<file path="config.mk">
export PLATFORM = sky130hd
export DESIGN_NAME = conv_tap_sequencer_flat
export DESIGN_NICKNAME = d
export VERILOG_FILES = /design/src/rtl/conv_tap_sequencer_pkg.sv /design/src/rtl/conv_tap_sequencer_if.sv /design/src/rtl/conv_tap_sequencer.sv /design/src/flat_wrapper.sv
export SDC_FILE = /design/constraint.sdc
export NUM_CORES = 1
export LEC_CHECK = 0
export BUFFER_PORTS_ARGS = -buffer_cell sky130_fd_sc_hd__buf_2
export CAP_MARGIN = 40
export CORE_MARGIN = 5
export CORE_UTILIZATION = 40
export DETAILED_ROUTE_END_ITERATION = 10
export MAX_ROUTING_LAYER = met4
export PLACE_DENSITY = 0.69
export SLEW_MARGIN = 15
export SYNTH_ARGS = -nofsm -noshare
export SYNTH_HDL_FRONTEND = slang
export SYNTH_SLANG_ARGS = --single-unit
</file>
<file path="constraint.sdc">
create_clock -name clk -period 2.1 [get_ports clk]
set_input_delay 0 -clock clk [delete_from_list [all_inputs] [get_ports clk]]
set_output_delay 0 -clock clk [all_outputs]
set_load 0.01 [all_outputs]
</file>
<file path="src/rtl/conv_tap_sequencer_pkg.sv">
// Shared definitions for the convolution tap sequencer: FSM state encoding,
// select/accumulator widths and the final tap index.
package conv_tap_sequencer_pkg;

  localparam int SEL_W = 3;
  localparam int TAPS  = 2 ** SEL_W;
  localparam int ACC_W = 4;

  localparam logic [SEL_W-1:0] LAST_TAP = SEL_W'(TAPS - 1);

  typedef enum logic [1:0] {
    ST_IDLE = 2'd0,
    ST_RUN  = 2'd1,
    ST_DONE = 2'd2
  } state_t;

  // Contribution of one tap to the running sum, widened to accumulator size.
  function automatic logic [ACC_W-1:0] tap_term(input logic mux_bit, input logic kern_bit);
    return {{(ACC_W-1){1'b0}}, mux_bit & kern_bit};
  endfunction

endpackage

</file>
<file path="src/rtl/conv_tap_sequencer_if.sv">
// Handshake and mux-side signal bundle for the convolution tap sequencer.
// slave = the sequencer itself, master = the upstream/downstream/mux side.
interface conv_tap_sequencer_if;
  import conv_tap_sequencer_pkg::*;

  logic             in_valid;
  logic             in_ready;
  logic [TAPS-1:0]  in_win;
  logic [TAPS-1:0]  in_kern;
  logic [TAPS-1:0]  mux_data;
  logic [SEL_W-1:0] mux_sel;
  logic             mux_out;
  logic             out_valid;
  logic             out_ready;
  logic [ACC_W-1:0] out_sum;

  modport slave (
    input  in_valid, in_win, in_kern, mux_out, out_ready,
    output in_ready, mux_data, mux_sel, out_valid, out_sum
  );

  modport master (
    output in_valid, in_win, in_kern, mux_out, out_ready,
    input  in_ready, mux_data, mux_sel, out_valid, out_sum
  );

endinterface

</file>
<file path="src/rtl/conv_tap_sequencer.sv">
// Convolution tap sequencer: latches a window/kernel pair, walks the external
// 8:1 mux select through taps 0..7 and accumulates mux_out & kern[tap] into a
// 0..8 dot product returned over a valid/ready handshake.
// Optional macro CONV_B2B_EN: retire the result and load the next pair in the
// same DONE cycle, skipping IDLE.
module conv_tap_sequencer
  import conv_tap_sequencer_pkg::*;
(
  input logic                  clk,
  input logic                  rst_n,
  conv_tap_sequencer_if.slave  bus
);

  state_t           state_r;
  logic             in_ready_r;
  logic             in_ready_s;
  logic             out_valid_r;
  logic [ACC_W-1:0] out_sum_r;
  logic [ACC_W-1:0] acc_r;
  logic [ACC_W-1:0] acc_next_s;
  logic [SEL_W-1:0] mux_sel_r;
  logic [TAPS-1:0]  mux_data_r;
  logic [TAPS-1:0]  kern_r;

  // Running sum including the tap currently presented on the mux select.
  always_comb begin
    acc_next_s = acc_r + tap_term(bus.mux_out, kern_r[mux_sel_r]);
  end

  // Input readiness: only IDLE accepts, unless back-to-back lets DONE follow out_ready.
  always_comb begin
    in_ready_s = in_ready_r;
`ifdef CONV_B2B_EN
    if (state_r == ST_DONE) begin
      in_ready_s = bus.out_ready;
    end else begin
      in_ready_s = in_ready_r;
    end
`endif
  end

  // Sequencer FSM with all outputs registered.
  always_ff @(posedge clk or negedge rst_n) begin
    if (!rst_n) begin
      state_r     <= ST_IDLE;
      in_ready_r  <= 1'b1;
      out_valid_r <= 1'b0;
      out_sum_r   <= {ACC_W{1'b0}};
      acc_r       <= {ACC_W{1'b0}};
      mux_sel_r   <= {SEL_W{1'b0}};
      mux_data_r  <= {TAPS{1'b0}};
      kern_r      <= {TAPS{1'b0}};
    end else begin
      case (state_r)
        ST_IDLE: begin
          if (bus.in_valid) begin
            mux_data_r <= bus.in_win;
            kern_r     <= bus.in_kern;
            mux_sel_r  <= {SEL_W{1'b0}};
            acc_r      <= {ACC_W{1'b0}};
            in_ready_r <= 1'b0;
            state_r    <= ST_RUN;
          end
        end
        ST_RUN: begin
          acc_r <= acc_next_s;
          if (mux_sel_r != LAST_TAP) begin
            mux_sel_r <= mux_sel_r + 1'b1;
          end else begin
            out_sum_r   <= acc_next_s;
            out_valid_r <= 1'b1;
            state_r     <= ST_DONE;
          end
        end
        ST_DONE: begin
          if (bus.out_ready) begin
            out_valid_r <= 1'b0;
`ifdef CONV_B2B_EN
            if (bus.in_valid) begin
              mux_data_r <= bus.in_win;
              kern_r     <= bus.in_kern;
              mux_sel_r  <= {SEL_W{1'b0}};
              acc_r      <= {ACC_W{1'b0}};
              state_r    <= ST_RUN;
            end else begin
              in_ready_r <= 1'b1;
              state_r    <= ST_IDLE;
            end
`else
            in_ready_r <= 1'b1;
            state_r    <= ST_IDLE;
`endif
          end
        end
        default: begin
          state_r     <= ST_IDLE;
          in_ready_r  <= 1'b1;
          out_valid_r <= 1'b0;
        end
      endcase
    end
  end

  assign bus.in_ready  = in_ready_s;
  assign bus.out_valid = out_valid_r;
  assign bus.out_sum   = out_sum_r;
  assign bus.mux_sel   = mux_sel_r;
  assign bus.mux_data  = mux_data_r;

endmodule
</file>
<file path="src/flat_wrapper.sv">
// flat-port wrapper written by rule: the top's interface ports become plain ports
module conv_tap_sequencer_flat import conv_tap_sequencer_pkg::*;
  (clk, rst_n, bus_in_valid, bus_in_win, bus_in_kern, bus_mux_out, bus_out_ready, bus_in_ready, bus_mux_data, bus_mux_sel, bus_out_valid, bus_out_sum);
  conv_tap_sequencer_if bus_i ();
  input logic clk;
  input logic rst_n;
  input wire logic [$bits(bus_i.in_valid)-1:0] bus_in_valid;
  input wire logic [$bits(bus_i.in_win)-1:0] bus_in_win;
  input wire logic [$bits(bus_i.in_kern)-1:0] bus_in_kern;
  input wire logic [$bits(bus_i.mux_out)-1:0] bus_mux_out;
  input wire logic [$bits(bus_i.out_ready)-1:0] bus_out_ready;
  output wire logic [$bits(bus_i.in_ready)-1:0] bus_in_ready;
  output wire logic [$bits(bus_i.mux_data)-1:0] bus_mux_data;
  output wire logic [$bits(bus_i.mux_sel)-1:0] bus_mux_sel;
  output wire logic [$bits(bus_i.out_valid)-1:0] bus_out_valid;
  output wire logic [$bits(bus_i.out_sum)-1:0] bus_out_sum;
  assign bus_i.in_valid = bus_in_valid;
  assign bus_i.in_win = bus_in_win;
  assign bus_i.in_kern = bus_in_kern;
  assign bus_i.mux_out = bus_mux_out;
  assign bus_i.out_ready = bus_out_ready;
  assign bus_in_ready = bus_i.in_ready;
  assign bus_mux_data = bus_i.mux_data;
  assign bus_mux_sel = bus_i.mux_sel;
  assign bus_out_valid = bus_i.out_valid;
  assign bus_out_sum = bus_i.out_sum;
  conv_tap_sequencer u_core (.clk(clk), .rst_n(rst_n), .bus(bus_i));
endmodule
</file>
# Word-level counts from Yosys, hierarchy flattened
# Index checks and enable logic that the tools add are counted.
dict set report classes {
  addsub 2
  magnitude_cmp 1
  eq_ne 7
  n_mux 17
  n_bitwise 4
  reduce_logical 9
}
# cell count
set op_table {}
lappend op_table {{$reduce_and A3 Y1} 4}
lappend op_table {{$pmux W4 S2} 1}
lappend op_table {{$mux W2} 3}
lappend op_table {{$mux W3} 2}
lappend op_table {{$ne A2 B2 Y1 const B} 3}
lappend op_table {{$pmux W1 S3} 2}
lappend op_table {{$pmux W2 S3} 1}
lappend op_table {{$pmux W3 S2} 1}
lappend op_table {{$reduce_and A2 Y1} 3}
lappend op_table {{$mux W1} 5}
lappend op_table {{$add A4 B1 Y4} 1}
lappend op_table {{$lt A3 B4 Y1 const B} 1}
lappend op_table {{$mux W4} 1}
lappend op_table {{$add A3 B1 Y3 const B} 1}
lappend op_table {{$bmux W1 S3} 1}
lappend op_table {{$ne A3 B3 Y1 const B} 1}
lappend op_table {{$not A1 Y1} 3}
lappend op_table {{$eq A2 B1 Y1 const B} 1}
lappend op_table {{$eq A2 B2 Y1 const B} 1}
lappend op_table {{$logic_not A2 Y1} 1}
lappend op_table {{$ne A2 B1 Y1 const B} 1}
lappend op_table {{$reduce_bool A2 Y1} 1}
lappend op_table {{$and A1 B1 Y1} 1}
dict set report totals {
  reg_bits 31
  inputBits 21
  output_inout_bits 17
  word_cells 48
}

# Logic depth before layout (Yosys ltp)
dict set report logic_depth {
  ltp_word 5
  mapped_depth 7
  mapped_depth_nobuf 7
}

# Least setup slack after synthesis
# Ideal clock, no wire load.
dict set report synth_path {
  kind {register to register}
  start {register u_core.mux_sel_r[2] (netlist: u_core.bus.mux_sel[2])}
  end {register u_core.acc_r[2]}
  setup_time_ps 121
  t_arrival_ps 2001
  required_ps 1979
  path_slack_ps -22
  stages_incl_launch_ff 8
  n_path_buf 0
  period_less_slack_ps 2122
  path_cell_list {dfrtp_1 mux4_2 nor2_1 a311oi_1 ha_1 ha_1 mux2_2 a22o_1}
}
dict set report synth_via {
  elab_chain_len 5
}
# element line
set synth_rtl {}
lappend synth_rtl {{start, declared} conv_tap_sequencer.sv:21} ;# logic [SEL_W-1:0] mux_sel_r;
lappend synth_rtl {{start signal, assigned} conv_tap_sequencer.sv:50} ;# mux_sel_r <= {SEL_W{1'b0}};
lappend synth_rtl {{start signal, assigned} conv_tap_sequencer.sv:59} ;# mux_sel_r <= {SEL_W{1'b0}};
lappend synth_rtl {{start signal, assigned} conv_tap_sequencer.sv:68} ;# mux_sel_r <= mux_sel_r + 1'b1;
lappend synth_rtl {{$bmux W1 S3} conv_tap_sequencer.sv:27} ;# acc_next_s = acc_r + tap_term(bus.mux_out, kern_r[mux_sel_r]);
lappend synth_rtl {{$mux W1 (not written as such)} conv_tap_sequencer.sv:27}
lappend synth_rtl {{$and A1 B1 Y1} conv_tap_sequencer_pkg.sv:19} ;# return {{(ACC_W-1){1'b0}}, mux_bit & kern_bit};
lappend synth_rtl {{$add A4 B1 Y4} conv_tap_sequencer.sv:27}
lappend synth_rtl {{$pmux W4 S2} conv_tap_sequencer.sv:54} ;# case (state_r)
lappend synth_rtl {{end signal, assigned} conv_tap_sequencer.sv:49} ;# acc_r <= {ACC_W{1'b0}};
lappend synth_rtl {{end signal, assigned} conv_tap_sequencer.sv:60} ;# acc_r <= {ACC_W{1'b0}};
lappend synth_rtl {{end signal, assigned} conv_tap_sequencer.sv:66} ;# acc_r <= acc_next_s;
lappend synth_rtl {{end, declared} conv_tap_sequencer.sv:19} ;# logic [ACC_W-1:0] acc_r;
# No other way between the ends. The select of a mux whose other input is x is not followed.
# A chain may end at the register's enable or synchronous reset.

# Worst setup path in the final report
# Same ends and word-level chain as after synthesis.

==> impl_metrics.ini <==
[sta]
worst_slack_ns = 0.06695
finalSetupViolations = 0
setup_tns_ns = 0
slew_headroom = 0.5483
grt_setup_unrepaired = true
max_freq_mhz = 491.9
fin_crit_ns = 2.033
hold_viol_final = 0
worstMarginPinSlew_ns = 0.6705
period_share = 0.9681
worst_clock_skew_ns = 0.01418
drv_slew = 0

[setup_path]
cp_max_fo = 3
cp.arrival_ns = 2.26
required_ns = 2.33
cp-end-kind = register
reg2reg_depth = 7
path_class = register to register
cp-start-kind = register

[power_and_ir_drop]
power.density_nw_per_um2 = 1357
leakagePower_uw = 0.0009304
ir_worst_vdd_uv = 606.9

[worst_hold_path]
min_path_type = input pin to register
holdPathStages = 3

[route]
routed_via_density = 4.775
drcViolationCount = 0
drtAntennaViolNets = 0
via_count = 1017
route.met2.wl_um = 1426
wl_per_cell_um = 13.29
route.met3.wl_um = 165
routed_wl_um = 2830
drtPass1Iterations = 4
routed.top_layer = met4
wl_met1_um = 1209
drtIter0Drc = 23

[synth]
synth-edff-count = 0
syn_nets = 129
ys_ff_latch = 31
syn_area_per_cell_um2 = 13.86
synth_cell_types = 29
syn_inst = 104
ys_warn_count = 0
synthFlopType = dfrtp_1
synth_area_um2 = 1441
async_reset_ff_frac = 1.000
ys_seq_area_frac = 0.5391

[cells_and_area]
multi_input_area_um2 = 644.4
design_area_um2 = 1973
n_fill_cell = 310
regArea_um2 = 778.2
stdcell_count = 213
utilization = 0.5777
nNetsFinal = 191
n_antenna_cell = 0
drive_gt1_frac = 0.4671
area_growth_pct = 36.89

[clock_tree]
cts_buffers = 5
insertion_delay_ns = 0.33
cts_tree = yes
clock_path_buffers = 2
htree_levels = 2
cts.sinks = 31
clk_pin_slew_ns = 0.10
cts-root-buf = clkbuf_4

[placed_design]
dpl_cell_area_um2 = 1662
gp_congestion = 0.8150
pre_cts_slack_ns = 0.007442
dp_cells = 186
portBuffers = 37
post-dp-hpwl_um = 1955

[global_routing]
track_usage = 0.1288
antenna_found_initial = 0
grt_pass1_wl_um = 4905
grt.overflow.total = 0
grt_pass1_vias = 1105
grt_max_degree = 32

[outcome]
status = complete, no violations

[floorplanning]
die_y_um = 70.03
fp.coreArea_um2 = 3416
die-area_um2 = 4904
start_util = 0.4220
row_count = 21
num_io_pins = 38
chipWidth_um = 70.03

[job]
drv_cap = 0
final timing paths:
| kind | startpoint | end | slack [ns] |
|---|---|---|---|
| hold reg to reg | u_core.bus.out_sum[2]$_DFFE_PN0P_ | u_core.bus.out_sum[2]$_DFFE_PN0P_ | 0.48 |
| max in group asynchronous | rst_n | u_core.bus.mux_sel[2]$_DFFE_PN0P_ | 1.40 |
| min in group asynchronous | rst_n | u_core.bus.mux_sel[0]$_DFFE_PN0P_ | 0.23 |
| hold / removal | bus_in_valid | u_core.bus.in_ready$_DFFE_PN1P_ | 0.02 |
| setup / recovery | u_core.bus.mux_sel[2]$_DFFE_PN0P_ | u_core.acc_r[2]$_DFFE_PN0P_ | 0.07 |
| setup reg to reg | u_core.bus.mux_sel[2]$_DFFE_PN0P_ | u_core.acc_r[2]$_DFFE_PN0P_ | 0.07 |
final cells by class:
type | count | area share
Timing Repair Buffer | 58 | 0.1966
Sequential cell | 31 | 0.3944
Multi-Input combinational cell | 65 | 0.3266
Clock buffer | 6 | 0.02600
Clock inverter | 2 | 0.01776
Tap cell | 46 | 0.02917
Inverter | 5 | 0.009512
layout by cell type (no fill, tap or decap), types with 2 or more instances in the layout:
cell type      count
buf_2             37
dfrtp_1           29
dlygate4sd3_1     18
mux2_4            11
mux2_2            10
inv_1              5
nand2_1            5
a22o_1             5
clkbuf_4           5
nor2_1             4
o21ai_0            4
mux2i_1            3
buf_4              3
o31ai_1            2
nor2b_1            2
a21oi_1            2
ha_1               2
worst max-delay path: stages (launching register included):
cell      delay, ns
dfrtp_2        0.41
mux4_2         0.53
nor2_4         0.10
a311oi_2       0.04
ha_2           0.23
ha_4           0.16
mux2_4         0.29
a22o_1         0.17
synthesized netlist by cell type, drive strengths merged, types with 2 or more instances:
library cell | count | area, µm²
o31ai | 2 | 15.01
ha | 4 | 50.05
a21oi | 2 | 10.01
nand2 | 5 | 18.77
nor2b | 2 | 12.51
a22o | 5 | 43.79
dfrtp | 30 | 750.7
inv | 5 | 18.77
buf | 3 | 38.79
mux2 | 21 | 274.0
o21ai | 5 | 25.02
mux2i | 3 | 30.03
nor2 | 5 | 18.77
registers in the layout, indices dropped and copies added, names as in the netlist:
name                  flops
u_core.acc_r              4
u_core.bus.in_ready       1
u_core.bus.mux_data       8
u_core.bus.mux_sel        3
u_core.bus.out_sum        4
u_core.bus.out_valid      1
u_core.kern_r             8
u_core.state_r            2
cell families (layout without fill, tap and decap cells):
group | Yosys count | count (layout) | synth area share
AOI/OAI and AO/OA | 17 | 17 | 0.08246
xor gates and xnor gates | 2 | 2 | 0.01215
adders and majority gates | 4 | 4 | 0.03472
buffers and inverters | 8 | 71 | 0.03993
DFF | 31 | 31 | 0.5391
muxes | 25 | 25 | 0.2266
and+or+nand+nor | 17 | 17 | 0.06510
repair_timing:
| item | CTS | global route |
|---|---|---|
| resized for setup | 4 | 4 |
| hold buffers | 18 | 0 |
| pin swaps | 2 | 3 |
| buffers inserted | 0 | 1 |
| endpoints found under the setup margin | 1 | 2 |
| endpoints found under the hold margin | 48 | 0 |
per-layer routing:
metal	up-vias	GRT usage
met5	-	-
met4	0	0.03830
met3	4	0.05165
met2	29	0.2141
met1	487	0.1423
li1	497	-
metrics by stage:
step                      hold WS, ns  power (µW)
after floorplan               -0.2956        1811
after global placement        0.07114        2090
after detailed placement      0.07635        2134
after CTS                     0.01201        2688
after global routing          0.02135        2885
final                         0.02220        2678
where the power goes:
part | switching [µW] | total, µW | internal (µW)
Combinational | 452 | 1090 | 639
Clock | 201 | 482 | 281
Sequential | 224 | 1110 | 881
Total | 877 | 2680 | 1800
Power figures use the tool's default switching activity.
